**src/rtl/tiger_msg_pad_if.sv**
```systemverilog
// Message word stream into the Tiger padder: valid/ready handshake with
// MSB-aligned byte count and end-of-message marker.
interface tiger_msg_pad_if;
  logic        valid;
  logic        ready;
  logic [63:0] data;
  logic        last;
  logic [3:0]  bytes;

  modport master (output valid, data, last, bytes, input ready);
  modport slave  (input valid, data, last, bytes, output ready);
endinterface

```
**src/rtl/tiger_msg_pad.sv**
```systemverilog
// Tiger message padder / block sequencer.
// Packs 64-bit message words into 512-bit blocks, appends the pad byte and
// the little-endian bit length, runs the external compression core once per
// block while chaining the 192-bit state, and presents the final digest.
// Optional build macro TIGER2_PAD_EN: pad byte 8'h80 (Tiger2) instead of
// 8'h01 (Tiger v1).
module tiger_msg_pad (
  input  logic           i_clk,
  input  logic           i_rst_n,
  tiger_msg_pad_if.slave msg,
  output logic           o_core_start,
  output logic [511:0]   o_core_data,
  output logic [191:0]   o_core_vin,
  input  logic [191:0]   i_core_vout,
  input  logic           i_core_done,
  output logic [191:0]   o_hash,
  output logic           o_hash_valid
);

  localparam logic [63:0] IV_A = 64'hEFCDAB8967452301;
  localparam logic [63:0] IV_B = 64'h1032547698BADCFE;
  localparam logic [63:0] IV_C = 64'h87E1B2C3B4A596F0;

`ifdef TIGER2_PAD_EN
  localparam logic [7:0] PAD_BYTE = 8'h80;
`else
  localparam logic [7:0] PAD_BYTE = 8'h01;
`endif

  typedef enum logic [2:0] {S_IDLE, S_FILL, S_RUN, S_PAD, S_OUT} state_t;
  // What to do once the current core run finishes.
  typedef enum logic [1:0] {NX_FILL, NX_PAD, NX_OUT} after_t;

  state_t         state_q, state_d;
  after_t         after_q;
  logic [511:0]   blk_q;
  logic [191:0]   vin_q;
  logic [191:0]   hash_q;
  logic [63:0]    len_q;
  logic [2:0]     widx_q;
  logic [6:0]     k_q;        // bytes in the final data block, 0..64
  logic           len_only_q; // next pad block carries only the length
  logic           start_q;
  logic           hash_valid_q;

  logic           ready;
  logic           word_ok;
  logic           accept;
  logic [3:0]     nbytes;
  logic [63:0]    bits;
  logic [63:0]    word_masked;

  function automatic logic [63:0] bswap64(input logic [63:0] v);
    logic [63:0] r;
    for (int i = 0; i < 8; i++) r[8*i +: 8] = v[8*(7-i) +: 8];
    return r;
  endfunction

  // Byte counts above 8 mean a full word; a zero-byte word only counts as an empty tail.
  assign nbytes  = (msg.bytes > 4'd8) ? 4'd8 : msg.bytes;
  assign bits    = {57'd0, nbytes, 3'd0};
  assign word_ok = msg.valid && ((nbytes != 4'd0) || msg.last);
  assign accept  = word_ok && ready;

  // Keep the valid leading bytes of the incoming word, zero the unused lanes.
  always_comb begin
    word_masked = '0;
    for (int b = 0; b < 8; b++) begin
      if (4'(b) < nbytes) word_masked[8*(7-b) +: 8] = msg.data[8*(7-b) +: 8];
    end
  end

  // Next-state and ready decode.
  always_comb begin
    // NOTE: every combinational output gets a default before the case so no latch is inferred.
    state_d = state_q;
    ready   = 1'b0;
    unique case (state_q)
      S_IDLE, S_FILL: begin
        ready = 1'b1;
        if (accept) begin
          if (msg.last)              state_d = S_PAD;
          else if (widx_q == 3'd7)   state_d = S_RUN;
          else                       state_d = S_FILL;
        end
      end
      S_RUN: begin
        if (i_core_done) begin
          unique case (after_q)
            NX_FILL: state_d = S_FILL;
            NX_PAD:  state_d = S_PAD;
            default: state_d = S_OUT;
          endcase
        end
      end
      S_PAD:   state_d = S_RUN;
      S_OUT:   state_d = S_IDLE;
      default: state_d = S_IDLE;
    endcase
  end

  // State register.
  always_ff @(posedge i_clk) begin
    // NOTE: sequential state is written with non-blocking assignments only.
    if (!i_rst_n) state_q <= S_IDLE;
    else          state_q <= state_d;
  end

  // Block buffer, length, chaining value and digest registers.
  always_ff @(posedge i_clk) begin
    if (!i_rst_n) begin
      // NOTE: the block buffer is a plain register (not RAM), so it is cleared here with everything else.
      blk_q        <= '0;
      vin_q        <= '0;
      hash_q       <= '0;
      len_q        <= '0;
      widx_q       <= '0;
      k_q          <= '0;
      len_only_q   <= 1'b0;
      after_q      <= NX_OUT;
      start_q      <= 1'b0;
      hash_valid_q <= 1'b0;
    end else begin
      start_q      <= (state_d == S_RUN) && (state_q != S_RUN);
      hash_valid_q <= 1'b0;
      unique case (state_q)
        S_IDLE, S_FILL: begin
          if (accept) begin
            blk_q[{~widx_q, 6'd0} +: 64] <= word_masked;
            widx_q <= widx_q + 3'd1;
            k_q    <= {1'b0, widx_q, 3'd0} + {3'd0, nbytes};
            if (state_q == S_IDLE) begin
              vin_q <= {IV_A, IV_B, IV_C};
              len_q <= bits;
            end else begin
              len_q <= len_q + bits;
            end
            if (!msg.last) after_q <= NX_FILL;
          end
        end
        S_RUN: begin
          if (i_core_done) begin
            vin_q  <= i_core_vout;
            blk_q  <= '0;
            widx_q <= '0;
          end
        end
        S_PAD: begin
          if (len_only_q) begin
            blk_q[63:0] <= bswap64(len_q);
            len_only_q  <= 1'b0;
            after_q     <= NX_OUT;
          end else if (k_q <= 7'd55) begin
            blk_q[{~k_q[5:0], 3'd0} +: 8] <= PAD_BYTE;
            blk_q[63:0] <= bswap64(len_q);
            after_q     <= NX_OUT;
          end else if (k_q <= 7'd63) begin
            // Pad byte fits but the length does not: a second, length-only block follows.
            blk_q[{~k_q[5:0], 3'd0} +: 8] <= PAD_BYTE;
            len_only_q  <= 1'b1;
            after_q     <= NX_PAD;
          end else begin
            // Full data block goes as-is; the follow-up block pads from byte 0.
            k_q     <= '0;
            after_q <= NX_PAD;
          end
        end
        S_OUT: begin
          hash_q       <= vin_q;
          hash_valid_q <= 1'b1;
          k_q          <= '0;
          len_only_q   <= 1'b0;
          after_q      <= NX_OUT;
        end
        default: ;
      endcase
    end
  end

  assign msg.ready    = ready && i_rst_n;
  assign o_core_start = start_q;
  assign o_core_data  = blk_q;
  assign o_core_vin   = vin_q;
  assign o_hash       = hash_q;
  assign o_hash_valid = hash_valid_q;

endmodule

```
**src/flat_wrapper.sv**
```systemverilog
// flat-port wrapper written by rule: the top's interface ports become plain ports
module tiger_msg_pad_flat 
  (i_clk, i_rst_n, o_core_start, o_core_data, o_core_vin, i_core_vout, i_core_done, o_hash, o_hash_valid, msg_valid, msg_data, msg_last, msg_bytes, msg_ready);
  tiger_msg_pad_if msg_i ();
  input  logic i_clk;
  input  logic i_rst_n;
  output logic o_core_start;
  output logic [511:0] o_core_data;
  output logic [191:0] o_core_vin;
  input  logic [191:0] i_core_vout;
  input  logic i_core_done;
  output logic [191:0] o_hash;
  output logic o_hash_valid;
  input wire logic [$bits(msg_i.valid)-1:0] msg_valid;
  input wire logic [$bits(msg_i.data)-1:0] msg_data;
  input wire logic [$bits(msg_i.last)-1:0] msg_last;
  input wire logic [$bits(msg_i.bytes)-1:0] msg_bytes;
  output wire logic [$bits(msg_i.ready)-1:0] msg_ready;
  assign msg_i.valid = msg_valid;
  assign msg_i.data = msg_data;
  assign msg_i.last = msg_last;
  assign msg_i.bytes = msg_bytes;
  assign msg_ready = msg_i.ready;
  tiger_msg_pad u_core (.i_clk(i_clk), .i_rst_n(i_rst_n), .msg(msg_i), .o_core_start(o_core_start), .o_core_data(o_core_data), .o_core_vin(o_core_vin), .i_core_vout(i_core_vout), .i_core_done(i_core_done), .o_hash(o_hash), .o_hash_valid(o_hash_valid));
endmodule
```
**config.mk**
```make
export PLATFORM = sky130hd
export DESIGN_NAME = tiger_msg_pad_flat
export DESIGN_NICKNAME = d
export VERILOG_FILES = /design/src/rtl/tiger_msg_pad_if.sv /design/src/rtl/tiger_msg_pad.sv /design/src/flat_wrapper.sv
export SDC_FILE = /design/constraint.sdc
export NUM_CORES = 2
export LEC_CHECK = 0
export CORE_AREA = 5 5 453 455
export CTS_BUF_LIST = sky130_fd_sc_hd__clkbuf_16
export DETAILED_ROUTE_END_ITERATION = 6
export DIE_AREA = 0 0 458 460
export GPL_TIMING_DRIVEN = 0
export SETUP_SLACK_MARGIN = 0.05
export SYNTH_ARGS = -nofsm -noshare
export SYNTH_HDL_FRONTEND = slang
export SYNTH_SLANG_ARGS = --single-unit
```
**constraint.sdc**
```tcl
create_clock -name i_clk -period 2.41 [get_ports i_clk]
set_input_delay 0.241 -clock i_clk [delete_from_list [all_inputs] [get_ports i_clk]]
set_output_delay 0.241 -clock i_clk [all_outputs]
set_load 0.005 [all_outputs]
```
==> flow_summary.yaml <==
yosys:
  synth-edff-count: 0
  synth_top_flop_cell: "dfxtp_1"
  ys_seq_area_share_pct: 53.2
  async_flop_share_pct: 0
  syn_area_per_cell_sq_um: 8.72
  synth_cells: 4207
  synth_top_area_share_pct: 53.2
  synth.cell_area_sq_um: 36700
  ys_warn_count: 0
  yosys-top-cells-area: "dfxtp_1 53%, nand2_1 10%, a21oi_1 5.7%, o22ai_1 5.5%, o221a_2 2.9%"
  synth_nets: 4484
  ys_types: 95
  synth_seq_cells: 975
  yosys.area.top_type: "dfxtp_1"
finish:
  regArea_sq_um: 19500
  n_fill_cell: 21100
  layout_common_cells: "1155 x clkdlybuf4s50_1, 965 x dfxtp_1, 923 x nand2_1"
  multi_input_area_sq_um: 18100
  final_common_cell: "clkdlybuf4s50_1"
  syn_to_final_growth_pct: 66.3
  drive_gt1_share_pct: 17.8
  fin_area_sq_um: 61000
  fin_cells: 8442
  nNetsFinal: 5938
pwr:
  powerDensity_nw_per_um2: 656
  leakagePower_nw: 20.5
  peakVddDrop_mv: 0.616
  power_mw: 40.0
worst_setup_path:
  crit_slowest_cell: "o41a_1"
  cp.arrival_ns: 3.22
  cp_common_cell: "ha_4"
  critPathRequiredTime_ns: 3.08
  r2r-end: "u_core.o_core_data[437]"
  cp-end-kind: "flop"
  crit_chain: "ha_4 > ha_4 > and2b_2 > nand4b_1 > o41a_1 > nor3_4 > buf_6 > a21oi_4 > buf_12 > a2bb2o_4"
  crit_family: "compound AO/OA/AOI/OAI gates"
  cp-start-kind: "flop"
  cp_max_fo: 7
  rrSetupSlack_ns: -0.14
  rr_worst_depth: 10
  crit_buf_inv: 2
  worst-setup-path-type: "flop to flop"
  rr_startpoint: "u_core.widx_q[1]"
  crit_path_max_incr_delay_ns: 0.50
die:
  row_count: 165
  design.die.area_sq_um: 211000
  die_w_microns: 458
  initial_core_util_pct: 18.3
  core_area_sq_um: 201000
  num_io_pins: 1164
  die_height_microns: 460
clock_tree:
  clock_path_buffers: 3
  clock_latency_ns: 0.79
  cts_sinks: 975
  cts_root_buf: "clkbuf_16"
  cts_tree: "yes"
  htree_levels: 3
  path_clk_slew_ns: 0.06
  numCtsBuffers: 117
sta:
  worstMarginPinSlew_ns: 1.21
  fin_crit_sh_pct: 106
  setup_violations: 145
  tns_ns: -7.26
  finalWorstSetupSlack_ns: -0.138
  hold_ws_ns: 0.0815
  clock_skew_ns: 0.0655
  period_needed_ns: 2.55
  fmax_mhz: 393
  final-hold-violation-count: 0
  drv_slew: 0
  max-slew-margin-rel_pct: 19.4
  grt_setup_unrepaired: "true"
detailed_routing:
  vias: 40900
  drt_first_pass_iters: 6
  viasPerCell: 4.84
  wire_per_inst_microns: 32.5
  drc: 0
  first_iter_violations: 3268
  wl_mm: 274
  ant_nets: 0
global_route:
  grt_pass1_vias: 40200
  grt_remaining_overflow: 0
  antenna_found_initial: 46
  grt_first_pass_wirelength_mm: 358
  grt_max_degree: 19
  grt_use_total_pct: 24.5
placed_design:
  port-buffer-count: 1162
  dpl.hpwl_mm: 221
  dpl.cell_count: 8044
  postPlaceCellArea_sq_um: 51800
  place_congestion: 0.956
status:
  violations: "setup timing"
  status: "finished with violations"
worst_hold_path:
  holdPathStages: 3
  min_path_type: "input port to flop"
  holdPathEnd: "u_core.o_core_vin[159]"
  min_from: "i_core_vout[159]"
flow_run:
  drv_cap: 0
==> worst register-to-register path, cell delays in order (launching register included) <==
cell,delay (ns)
dfxtp_4,0.36
ha_4,0.16
ha_4,0.16
and2b_2,0.22
nand4b_1,0.17
o41a_1,0.50
nor3_4,0.29
buf_6,0.18
a21oi_4,0.06
buf_12,0.15
a2bb2o_4,0.24
==> what timing repair did <==
| item | in CTS | in global routing |
|---|---|---|
| hold buffers | 30 | 0 |
| endpoints found under the setup margin | 971 | 733 |
| cloned | 2 | 5 |
| hold endpoints to repair | 30 | 0 |
| resized for setup | 595 | 290 |
| pin swaps | 103 | 108 |
| setup buffers | 108 | 46 |
==> synth_stat cells (18+ instances only) <==
cell,instances
clkbuf_1,230
xnor2_1,29
a21oi_1,417
o22ai_1,323
nor3_1,23
dfxtp_1,975
nor2_1,180
a22o_1,18
inv_1,71
xor2_1,21
nand2_1,979
nand3_1,181
o2bb2ai_1,30
buf_2,60
or3_1,21
a22oi_1,75
o221a_2,96
o21ai_0,91
nand4_1,30
and2_1,25
a2bb2o_1,23
==> cell type report <==
class / count / area share, %
antenna: 12 / 0.0493
clock buffer: 117 / 4.80
multi-input combinational: 2839 / 29.7
inverter: 71 / 0.443
sequential: 975 / 32.1
clock inverter: 99 / 1.20
tap: 2672 / 5.48
buffer: 303 / 3.42
timing repair buffer: 1354 / 22.8
==> power breakdown <==
part | leakage (nW) | switching, mW | internal (mW)
Combinational | 10.7 | 3.34 | 2.33
Sequential | 7.90 | 0.482 | 16.5
Clock | 1.87 | 7.90 | 9.39
==> worst max-delay path by stage <==
stage / from / to / slack, ns / cells past startpoint
after floorplan: u_core.widx_q[0] / u_core.o_core_data[394] / 0.04 / 8
after CTS: u_core.widx_q[0] / u_core.o_core_data[437] / -0.20 / 10
after global routing: u_core.widx_q[1] / u_core.o_core_data[363] / -0.16 / 10
final: u_core.widx_q[1] / u_core.o_core_data[437] / -0.14 / 10
after detailed placement: u_core.state_q[2] / u_core.o_core_vin[185] / -1.91 / 8
after global placement: i_rst_n / u_core.o_core_data[327] / -2.43 / 5
==> cells by family (layout without fill, tap and decap cells) <==
logic type / after synthesis / count (layout) / synth area share [%]
compound gates: 1219 / 1219 / 22.1
xor+xnor: 50 / 50 / 1.19
fa+ha+maj: 12 / 12 / 0.430
buf+inv: 393 / 1944 / 4.49
flops: 975 / 975 / 53.2
mux: 13 / 13 / 0.358
other cells: 0 / 12 / 0
simple gates: 1545 / 1545 / 18.2
==> metal layers <==
metal  global-route usage, %  up-vias  wire (microns)
met5                  0.0689        -              41
met4                    15.6        6           20400
met3                    6.64      580           21500
met2                    44.0     2149          136000
met1                    25.1    20200           95900
li1                        -    17900               -
==> through the flow <==
stage,worst slack (ns),utilization [%]
6_report,-0.138,30.3
5_1_grt,-0.159,30.3
4_1_cts,-0.204,29.5
3_5_place_dp,-1.91,25.8
3_3_place_gp,-2.43,25.8
2_1_floorplan,0.0379,-
==> sequential cells by signal (all words and copies together) (netlist names) <==
name,count
u_core.o_core_data,512
u_core.o_core_vin,192
u_core.o_hash,192
u_core.len_q,61
u_core.k_q,7
u_core.state_q,3
u_core.widx_q,3
u_core.after_q,2
u_core.len_only_q,1
u_core.o_core_start,1
u_core.o_hash_valid,1
Power figures use the tool's default switching activity.
